<file path="config.mk">
export PLATFORM = sky130hd
export DESIGN_NAME = wb2lb_bridge
export DESIGN_NICKNAME = d
export VERILOG_FILES = /design/src/rtl/wb2lb_pkg.sv /design/src/rtl/wb2lb_tmo.sv /design/src/rtl/wb2lb_bridge.sv
export SDC_FILE = /design/constraint.sdc
export NUM_CORES = 1
export LEC_CHECK = 0
export CORE_MARGIN = 2
export CORE_UTILIZATION = 40
export CTS_BUF_LIST = sky130_fd_sc_hd__clkbuf_8 sky130_fd_sc_hd__clkbuf_16
export CTS_CLUSTER_SIZE = 10
export DETAILED_ROUTE_END_ITERATION = 6
export DONT_BUFFER_PORTS = 1
export PLACE_DENSITY = 0.57
export REMOVE_ABC_BUFFERS = 1
export SLEW_MARGIN = 20
export SYNTH_ARGS = -nofsm -noshare
export SYNTH_HDL_FRONTEND = slang
export SYNTH_SLANG_ARGS = --single-unit
</file>
<file path="constraint.sdc">
create_clock -name clk -period 3 [get_ports clk]
set_input_delay 0 -clock clk [delete_from_list [all_inputs] [get_ports clk]]
set_output_delay 0 -clock clk [all_outputs]
set_load 0.01 [all_outputs]
</file>
<file path="src/rtl/wb2lb_pkg.sv">
// Shared types and defaults for the Wishbone-to-local-bus bridge.
package wb2lb_pkg;

    typedef enum logic [1:0] {
        IDLE  = 2'd0,
        WRITE = 2'd1,
        READ  = 2'd2,
        ACK   = 2'd3
    } wb2lb_state_t;

    localparam logic [31:0] TIMEOUT_DATA_DEF = 32'hDEAD_BEEF;

endpackage

</file>
<file path="src/rtl/wb2lb_tmo.sv">
// Clear/enable saturating wait counter; expired flags count == TIMEOUT (never when TIMEOUT is 0).
module wb2lb_tmo #(
    parameter int unsigned TIMEOUT = 255
) (
    input  logic clk,
    input  logic reset,
    input  logic clr,
    input  logic en,
    output logic expired
);

    localparam int unsigned CNT_W = (TIMEOUT > 0) ? $clog2(TIMEOUT + 1) : 1;
    localparam logic [CNT_W-1:0] LIMIT = CNT_W'(TIMEOUT);

    logic [CNT_W-1:0] cnt_q;
    logic [CNT_W-1:0] cnt_d;

    // Holding at LIMIT keeps the counter from wrapping back under it.
    always_comb begin
        cnt_d = cnt_q;
        if (clr) begin
            cnt_d = '0;
        end else if (en && (cnt_q != LIMIT)) begin
            cnt_d = cnt_q + CNT_W'(1);
        end
    end

    // NOTE: reset is synchronous, so it is tested inside the clocked block with no reset term in the sensitivity list.
    always_ff @(posedge clk) begin
        if (!reset) begin
            cnt_q <= '0;
        end else begin
            cnt_q <= cnt_d;
        end
    end

    assign expired = (TIMEOUT != 0) && (cnt_q == LIMIT);

endmodule

</file>
<file path="src/rtl/wb2lb_bridge.sv">
// Wishbone classic slave that replays each cycle as a single local-bus strobe and returns a one-cycle ack.
module wb2lb_bridge
    import wb2lb_pkg::*;
#(
    parameter int unsigned       ADDR_W       = 16,
    parameter int unsigned       DATA_W       = 32,
    parameter int unsigned       STRB_W       = DATA_W / 8,
    parameter int unsigned       TIMEOUT      = 255,
    parameter logic [DATA_W-1:0] TIMEOUT_DATA = DATA_W'(TIMEOUT_DATA_DEF)
) (
    input  logic              clk,
    input  logic              reset,
    input  logic [ADDR_W-1:0] wb_adr_i,
    input  logic [DATA_W-1:0] wb_dat_i,
    input  logic              wb_we_i,
    input  logic              wb_stb_i,
    input  logic              wb_cyc_i,
    input  logic [STRB_W-1:0] wb_sel_i,
    output logic [DATA_W-1:0] wb_dat_o,
    output logic              wb_ack_o,
    output logic [ADDR_W-1:0] lb_waddr,
    output logic [DATA_W-1:0] lb_wdata,
    output logic [STRB_W-1:0] lb_wstrb,
    output logic              lb_wen,
    input  logic              lb_wready,
    output logic [ADDR_W-1:0] lb_raddr,
    output logic              lb_ren,
    input  logic [DATA_W-1:0] lb_rdata,
    input  logic              lb_rvalid,
    output logic              timeout_o
);

    wb2lb_state_t      state_q, state_d;
    logic              wb_ack_q, wb_ack_d;
    logic [DATA_W-1:0] wb_dat_q, wb_dat_d;
    logic [ADDR_W-1:0] lb_waddr_q, lb_waddr_d;
    logic [DATA_W-1:0] lb_wdata_q, lb_wdata_d;
    logic [STRB_W-1:0] lb_wstrb_q, lb_wstrb_d;
    logic              lb_wen_q, lb_wen_d;
    logic [ADDR_W-1:0] lb_raddr_q, lb_raddr_d;
    logic              lb_ren_q, lb_ren_d;
    logic              timeout_q, timeout_d;
    logic              busy;
    logic              tmo_expired;

    assign busy = (state_q == WRITE) || (state_q == READ);

    wb2lb_tmo #(
        .TIMEOUT (TIMEOUT)
    ) u_tmo (
        .clk     (clk),
        .reset   (reset),
        .clr     (!busy),
        .en      (busy),
        .expired (tmo_expired)
    );

    // NOTE: every signal gets a default before the case so no path leaves it unassigned and infers a latch.
    always_comb begin
        state_d    = state_q;
        wb_ack_d   = 1'b0;
        wb_dat_d   = wb_dat_q;
        lb_waddr_d = lb_waddr_q;
        lb_wdata_d = lb_wdata_q;
        lb_wstrb_d = lb_wstrb_q;
        lb_wen_d   = 1'b0;
        lb_raddr_d = lb_raddr_q;
        lb_ren_d   = 1'b0;
        timeout_d  = 1'b0;

        unique case (state_q)
            IDLE: begin
                if (wb_cyc_i && wb_stb_i) begin
                    lb_waddr_d = wb_adr_i;
                    lb_raddr_d = wb_adr_i;
                    lb_wdata_d = wb_dat_i;
                    lb_wstrb_d = wb_sel_i;
                    if (wb_we_i) begin
                        state_d  = WRITE;
                        lb_wen_d = 1'b1;
                    end else begin
                        state_d  = READ;
                        lb_ren_d = 1'b1;
                    end
                end
            end
            // A dropped cycle beats a completion in the same cycle: the master is no longer listening.
            WRITE: begin
                if (!wb_cyc_i) begin
                    state_d = IDLE;
                end else if (lb_wready || tmo_expired) begin
                    state_d   = ACK;
                    wb_ack_d  = 1'b1;
                    wb_dat_d  = '0;
                    timeout_d = !lb_wready;
                end
            end
            READ: begin
                if (!wb_cyc_i) begin
                    state_d = IDLE;
                end else if (lb_rvalid) begin
                    state_d  = ACK;
                    wb_ack_d = 1'b1;
                    wb_dat_d = lb_rdata;
                end else if (tmo_expired) begin
                    state_d   = ACK;
                    wb_ack_d  = 1'b1;
                    wb_dat_d  = TIMEOUT_DATA;
                    timeout_d = 1'b1;
                end
            end
            ACK: begin
                state_d = IDLE;
            end
            default: begin
                state_d = IDLE;
            end
        endcase
    end

    // NOTE: registered state uses non-blocking assignments so every flop samples pre-edge values.
    always_ff @(posedge clk) begin
        if (!reset) begin
            state_q    <= IDLE;
            wb_ack_q   <= 1'b0;
            wb_dat_q   <= '0;
            lb_waddr_q <= '0;
            lb_wdata_q <= '0;
            lb_wstrb_q <= '0;
            lb_wen_q   <= 1'b0;
            lb_raddr_q <= '0;
            lb_ren_q   <= 1'b0;
            timeout_q  <= 1'b0;
        end else begin
            state_q    <= state_d;
            wb_ack_q   <= wb_ack_d;
            wb_dat_q   <= wb_dat_d;
            lb_waddr_q <= lb_waddr_d;
            lb_wdata_q <= lb_wdata_d;
            lb_wstrb_q <= lb_wstrb_d;
            lb_wen_q   <= lb_wen_d;
            lb_raddr_q <= lb_raddr_d;
            lb_ren_q   <= lb_ren_d;
            timeout_q  <= timeout_d;
        end
    end

    assign wb_ack_o  = wb_ack_q;
    assign wb_dat_o  = wb_dat_q;
    assign lb_waddr  = lb_waddr_q;
    assign lb_wdata  = lb_wdata_q;
    assign lb_wstrb  = lb_wstrb_q;
    assign lb_wen    = lb_wen_q;
    assign lb_raddr  = lb_raddr_q;
    assign lb_ren    = lb_ren_q;
    assign timeout_o = timeout_q;

endmodule

</file>
==> results of run 1 <==
==> cells in the mapped netlist (2+ instances only) <==
master,count,share of area
a21boi_0,57,0.10
a21boi_1,27,0.048
a21oi_1,3,0.0035
and3_1,2,0.0029
buf_2,4,0.0047
buf_4,16,0.028
buf_6,4,0.011
clkbuf_1,24,0.021
clkbuf_2,5,0.0059
clkbuf_8,3,0.0097
dfxtp_1,98,0.46
ha_1,5,0.015
inv_1,4,0.0035
mux2i_1,5,0.012
nand2_1,115,0.10
nand3_1,14,0.017
nor2_1,6,0.0053
nor3_1,2,0.0024
o2111ai_1,24,0.050
o21ai_0,34,0.040
o21ai_1,2,0.0024
or3_1,8,0.012
xnor2_1,2,0.0041
==> cell families after synthesis <==
kind of cell / count (synthesis) / synth area share
DFF: 98 / 0.4625
and+or+nand+nor: 156 / 0.1590
adders and majority gates: 5 / 0.01475
muxes: 5 / 0.01180
buffers and inverters: 61 / 0.08495
xor gates and xnor gates: 2 / 0.004131
AOI/OAI and AO/OA: 154 / 0.2628
==> stage by stage <==
| stage | utilization | instance area (um^2) | hold slack [ps] |
|---|---|---|---|
| 2_1_floorplan | - | 3896 | 71.51 |
| 3_3_place_gp | 0.3970 | 4099 | 73.79 |
| 3_5_place_dp | 0.3970 | 4099 | 76.79 |
==> flow_summary_export.csv, run 1 <==
group,metric,value,unit
yosys,seq_area_frac_synth,0.4625,
yosys,ys_ff_latch,98,
placed_design,place_hpwl,6.533,mm
outcome,outcome,"aborted with a tool error",
clock_network,ctsHoldBuffers,116,
clock_network,cts_resized,0,
yosys,synthCells,481,
floorplan,initial_utilization,0.4109,
floorplan,die_y,107.0,um
clock_network,clock-root-buffer,"clkbuf_8",
yosys,postSynth.topFlopCell,"dfxtp_1",
clock_network,cts_setup_buffers,0,
clock_network,cts_htree_levels,3,
floorplan,die_w,107.0,um
yosys,ys_async_sr_fraction,0,
floorplan,rows,37,
floorplan,pin_count,195,
placed_design,post-place-cells,563,
clock_network,cts_made_buffers,9,
placed_design,dp_slack,916.6,ps
placed_design,gp_congestion,0.7934,
yosys,ys_warn_count,0,
outcome,tool.error,"[ERROR RSZ-0060] Max buffer count reached.",
yosys,synth-edff-count,0,
placed_design,port_buffers,0,
yosys,ys_types,40,
clock_network,cts_max_path_buffers,2,
outcome,lastStage,"clock tree synthesis",
yosys,syn_area_per_cell,8.818,um^2
clock_network,clock_sinks,98,
yosys,netlist_area,4242,um^2
==> run 2, diff against run 1 <==
--- a/config.mk
+++ b/config.mk
@@ -6,12 +6,10 @@
 export NUM_CORES = 1
 export LEC_CHECK = 0
 export CORE_MARGIN = 2
-export CORE_UTILIZATION = 40
-export CTS_BUF_LIST = sky130_fd_sc_hd__clkbuf_8 sky130_fd_sc_hd__clkbuf_16
-export CTS_CLUSTER_SIZE = 10
+export CORE_UTILIZATION = 25
 export DETAILED_ROUTE_END_ITERATION = 6
 export DONT_BUFFER_PORTS = 1
-export PLACE_DENSITY = 0.57
+export PLACE_DENSITY_LB_ADDON = 0.15
 export REMOVE_ABC_BUFFERS = 1
 export SLEW_MARGIN = 20
 export SYNTH_ARGS = -nofsm -noshare
==> run 2 against run 1 <==
  * The run now ends clean
  * Synthesized cell count stayed put
  * Area after synthesis stayed put
==> flow_summary_export.csv, run 2 <==
group,metric,value,unit
outcome,outcome,"finished clean",
worst_setup_path,worst-path-max-fanout,43,
yosys,netlist_area,4242,um^2
worst_setup_path,start_kind,"flop",
yosys,synth-edff-count,0,
worst_setup_path,cp.buffers_inverters,3,
grt,grt_pass1_wl,19.55,mm
drt,drt-pass1-iter-count,4,
yosys,ys_warn_count,0,
timing,slew_headroom,0.4372,
pwr,ir_drop,0.2975,mV
timing,tns,0,ps
finish,fin_util,0.3407,
drt,wl_per_cell,16.34,um
worst_setup_path,crit_chain,"inv_1, ha_1, and3_2, buf_4, nand2_1, a21boi_0, dlygate4sd3_1",
yosys,ys_async_sr_fraction,0,
clock_network,clk_pin_slew,70,ps
pwr,clockPowerShare,0.351,
grt,grt_overflow,0,
timing,setup_ws,417.1,ps
yosys,postSynth.topFlopCell,"dfxtp_1",
yosys,seq_area_frac_synth,0.4625,
clock_network,clock_sinks,98,
placed_design,gp_congestion,0.7079,
pwr,p_int,2.245,mW
drt,postRouteAntennaNets,0,
drt,drt_iter0_markers,236,
yosys,synth_area_leaders,"dfxtp_1 46%, nand2_1 10%, a21boi_0 10%",
drt,drt-total-wl,12.73,mm
drt,topRoutingLayerUsed,"met4",
timing,setup_viol,0,
yosys,synth.most_common_cell,"nand2_1",
worst_setup_path,cpPeakStageDelay,770,ps
timing,period_needed,2583,ps
placed_design,post-place-cells,650,
drt,met2_length,6.500,mm
worst_hold_path,hold_path_class,"input port to flop",
worst_setup_path,cp.required,3300,ps
pwr,switchingPower,0.9855,mW
clock_network,cts_max_path_buffers,2,
timing,max_freq,0.3872,GHz
floorplan,die_area,18020,um^2
floorplan,design.core.area,16580,um^2
finish,area_growth,33.19,%
clock_network,clock_latency,350,ps
yosys,syn_area_per_cell,8.818,um^2
worst_setup_path,cpMaxStageDelayCell,"and3_2",
finish,fill_cells,1745,
timing,hold_viol_final,0,
yosys,synthTopCellsByCount,"115 x nand2_1, 98 x dfxtp_1, 57 x a21boi_0",
clock_network,cts_htree_levels,3,
timing,fin_crit_sh,0.8610,
timing,slew_violations,0,
drt,via_count,3723,
yosys,synthCells,481,
floorplan,rows,47,
yosys,ys_ff_latch,98,
timing,rsz0062_at_grt,"false",
finish,drive_above_1_share,0.06272,
yosys,yosysTopAreaCell,"dfxtp_1",
clock_network,clock-root-buffer,"clkbuf_16",
pwr,p_sw_frac,0.3050,
worst_setup_path,critical_path_arrival,2880,ps
yosys,ys_types,40,
pwr,combinationalPowerShare,0.179,
placed_design,port_buffers,0,
placed_design,place_hpwl,7.778,mm
finish,final_common_cell,"nand2_1",
drt,m1WireLength,5.247,mm
timing,fin_skew,9.160,ps
worst_setup_path,crit_path_end_kind,"flop",
pwr,leakage,1.955,nW
worst_setup_path,worst_path_dominant_cell_family,"buffers and inverters",
drt,drt-vias-per-instance,4.779,
finish,nNetsFinal,649,
clock_network,cts_tree,"built",
floorplan,die_w,134.3,um
finish,fin_cells,779,
floorplan,pin_count,195,
clock_network,cts_resized,0,
drt,met3_length,770,um
clock_network,cts_made_buffers,9,
timing,worst_pin_slew,844.3,ps
grt,globalRouteTotalUtil,0.1392,
placed_design,dp_slack,911.3,ps
drt,drcViolationCount,0,
finish,layout_common_cells,"115 x nand2_1, 110 x dlygate4sd3_1, 98 x dfxtp_1, 57 x a21boi_0, 34 x o21ai_0",
yosys,synth_top_area_share,0.4625,
floorplan,initial_utilization,0.2558,
floorplan,die_y,134.3,um
grt,antenna_found_initial,1,
pwr,seqPwrFrac,0.470,
flow_run,drv_cap,0,
worst_setup_path,path_class,"flop to flop",
grt,grt_max_degree,80,
pwr,pwr_density_cell,571.9,nW/um^2
grt,grt_pass1_vias,3614,
run 2: per-stage QoR:
stage               hold slack, ps  cell area [um^2]  total power, mW
floorplan                    71.51              3896            1.817
global placement             73.54              4227            1.964
detailed placement           77.64              4227            1.974
CTS                          39.73              5652            3.293
global route                 60.87              5647            3.413
finish                       50.40              5649            3.231
run 2: kinds of logic after synthesis:
logic type	share of synthesized area
simple gates	0.1590
compound gates	0.2628
flops	0.4625
buf+inv	0.08495
mux	0.01180
fa+ha+maj	0.01475
xor+xnor	0.004131
run 2: worst paths after layout:
kind                                 from                   endpoint  slack (ps)  cells after the start
setup reg to reg  state_q[1]$_SDFFE_PN0P_   lb_wdata[2]$_SDFFE_PN0P_         420                      7
hold reg to reg   state_q[0]$_SDFFE_PN0P_    state_q[0]$_SDFFE_PN0P_         500                      2
setup / recovery  state_q[1]$_SDFFE_PN0P_   lb_wdata[2]$_SDFFE_PN0P_         420                      7
hold / removal                      reset  lb_wdata[19]$_SDFFE_PN0P_          50                      2
run 2: area by class of cell:
type / instances / area, um^2 / share of cell area
multi-input combinational: 322 / 1929 / 0.3415
inverter: 4 / 15.01 / 0.002658
timing repair buffer: 118 / 1179 / 0.2086
tap: 220 / 275.3 / 0.04873
sequential: 98 / 1962 / 0.3473
clock inverter: 6 / 47.55 / 0.008416
clock buffer: 10 / 239.0 / 0.04230
antenna: 1 / 2.502 / 0.0004430
run 2: layer usage:
metal,vias up,GRT usage
met5,-,0
met4,0,0.05789
met3,11,0.03439
met2,96,0.2452
met1,1815,0.1607
li1,1801,-
run 2: repair_timing:
| item | CTS | global route |
|---|---|---|
| hold endpoints to repair | 97 | 0 |
| setup buffers | 0 | 0 |
| hold buffers | 112 | 0 |
run 2: worst reg2reg max path, stage by stage (launching register included):
cell           delay [ps]
dfxtp_1               340
inv_1                 110
ha_1                  220
and3_2                770
buf_4                 320
nand2_1                60
a21boi_0              140
dlygate4sd3_1         560
run 2: power groups by stage:
stage | Clock [mW] | Combinational (mW) | Sequential (mW)
floorplan | 0 | 0.296 | 1.52
global placement | 0 | 0.414 | 1.55
detailed placement | 0 | 0.424 | 1.55
CTS | 1.19 | 0.583 | 1.52
global route | 1.24 | 0.644 | 1.53
finish | 1.13 | 0.578 | 1.52
Power figures use the tool's default switching activity.
==> run 3, diff against run 2 <==
--- a/config.mk
+++ b/config.mk
@@ -9,7 +9,7 @@
 export CORE_UTILIZATION = 25
 export DETAILED_ROUTE_END_ITERATION = 6
 export DONT_BUFFER_PORTS = 1
-export PLACE_DENSITY_LB_ADDON = 0.15
+export PLACE_DENSITY = 0.44
 export REMOVE_ABC_BUFFERS = 1
 export SLEW_MARGIN = 20
 export SYNTH_ARGS = -nofsm -noshare
==> run 3 against run 2 <==
  * Sequential share of layout area down 0.14 points
  * Combinational power about the same
  * Non-clock buffer count up 1
  * Critical path type unchanged
  * Largest cell class unchanged
  * Largest power group unchanged
==> flow_summary_export.csv, run 3 (same netlist as run 2, synthesis figures left out) <==
group,metric,value,unit
flow_run,drv_cap,0,
floorplan,rows,47,
drt,drt-pass1-iter-count,4,
pwr,finalPower,3.328,mW
finish,fin_util,0.3420,
floorplan,pin_count,195,
worst_setup_path,cpPeakStageDelay,680,ps
floorplan,die_y,134.3,um
grt,grt_pass1_wl,19.94,mm
timing,fin_skew,5.268,ps
finish,drive_above_1_share,0.06452,
timing,worst_pin_slew,764.1,ps
drt,drt_iter0_markers,206,
timing,tns,0,ps
timing,hold_viol_final,0,
timing,fin_hold_ws,33.40,ps
clock_network,clock-root-buffer,"clkbuf_16",
clock_network,clock_latency,340,ps
clock_network,cts_made_buffers,9,
pwr,ir_drop,0.2838,mV
timing,setup_viol,0,
pwr,pwr_density_cell,586.7,nW/um^2
clock_network,cts_htree_levels,3,
worst_setup_path,crit_chain,"inv_1, ha_1, and3_2, buf_4, nand2_1, a21boi_0, dlygate4sd3_1",
clock_network,clk_pin_slew,70,ps
grt,grt_pass1_vias,3724,
finish,final_common_cell,"nand2_1",
clock_network,cts_max_path_buffers,2,
worst_setup_path,crit_path_end_kind,"flop",
placed_design,place_hpwl,7.938,mm
worst_setup_path,critical_path_arrival,2820,ps
pwr,leakage,1.957,nW
timing,rsz0062_at_grt,"false",
worst_setup_path,worst_path_dominant_cell_family,"buffers and inverters",
outcome,outcome,"finished clean",
finish,n_antenna_cell,0,
finish,multi_input_area,1929,um^2
drt,via_count,3698,
drt,postRouteAntennaNets,0,
worst_setup_path,cp.required,3290,ps
timing,setup_ws,471.9,ps
finish,layout_common_cells,"115 x nand2_1, 108 x dlygate4sd3_1, 98 x dfxtp_1, 57 x a21boi_0, 34 x o21ai_0",
drt,drt-vias-per-instance,4.753,
worst_setup_path,worst-path-max-fanout,38,
drt,drt-total-wl,12.71,mm
grt,globalRouteTotalUtil,0.1404,
clock_network,cts_resized,0,
placed_design,dp_slack,1009,ps
timing,slew_headroom,0.4900,
grt,antenna_found_initial,0,
finish,nNetsFinal,650,
finish,area_growth,33.72,%
worst_setup_path,cpMaxStageDelayCell,"and3_2",
timing,fin_crit_sh,0.8427,
timing,max_freq,0.3956,GHz
floorplan,design.core.area,16580,um^2
floorplan,die_area,18020,um^2
drt,wl_per_cell,16.33,um
timing,slew_violations,0,
grt,grt_max_degree,82,
clock_network,clock_sinks,98,
worst_setup_path,cp.buffers_inverters,3,
worst_setup_path,path_class,"flop to flop",
drt,drcViolationCount,0,
grt,grt_overflow,0,
finish,fill_cells,1709,
placed_design,port_buffers,0,
finish,regArea,1962,um^2
worst_hold_path,hold_path_class,"input port to flop",
floorplan,initial_utilization,0.2558,
placed_design,gp_congestion,0.7265,
floorplan,die_w,134.3,um
worst_setup_path,start_kind,"flop",
clock_network,cts_tree,"built",
timing,period_needed,2528,ps
-- run 3: cell count changes in the layout (fill, tap and decap cells not counted), moves of 2 or more --
| cell | delta |
|---|---|
| inv_6 | -4 |
| buf_4 | +3 |
| bufinv_16 | +2 |
| dlygate4sd3_1 | -2 |
-- run 3: final cells by class --
type | count | area share
flip-flops and latches | 98 | 0.3459
clock buffers | 10 | 0.04037
well taps | 220 | 0.04853
multi-input cells | 322 | 0.3402
repair buffers | 119 | 0.2083
clock inverters | 5 | 0.01412
inverters | 4 | 0.002647
-- run 3: final timing paths --
path,start,end,slack (ps),depth (start not counted)
setup reg to reg,state_q[1]$_SDFFE_PN0P_,lb_raddr[15]$_SDFFE_PN0P_,470,7
setup / recovery,state_q[1]$_SDFFE_PN0P_,lb_raddr[15]$_SDFFE_PN0P_,470,7
hold / removal,reset,lb_wdata[13]$_SDFFE_PN0P_,30,2
hold reg to reg,state_q[0]$_SDFFE_PN0P_,state_q[0]$_SDFFE_PN0P_,490,2
-- run 3: metal layers --
layer	vias to the layer above	global-route usage	wire, um
met3	21	0.03704	688
met5	-	0	0
li1	1796	-	-
met4	0	0.05614	276
met1	1767	0.1668	5442
met2	114	0.2409	6298
-- run 3: worst register-to-register path, cell delays in order, from the launching register on --
cell           delay (ps)
dfxtp_1               330
inv_1                 100
ha_1                  210
and3_2                680
buf_4                 330
nand2_1                70
a21boi_0              170
dlygate4sd3_1         580
-- run 3: through the flow --
stage          std cells  cell area [um^2]
6_report             778              5672
5_1_grt              778              5672
4_1_cts              778              5677
3_5_place_dp         653              4249
3_3_place_gp         653              4249
2_1_floorplan        424              3896
-- run 3: what timing repair did --
item / in CTS / in global routing
endpoints found under the hold margin: 98 / 0
buffers inserted: 0 / 0
hold buffers: 110 / 0
-- run 3: where the power goes --
group          leakage [nW]  switching, mW  internal (mW)  total (mW)
sequential            0.796          0.122           1.40        1.52
clock                 0.145          0.505          0.725        1.23
combinational          1.02          0.324          0.256       0.580
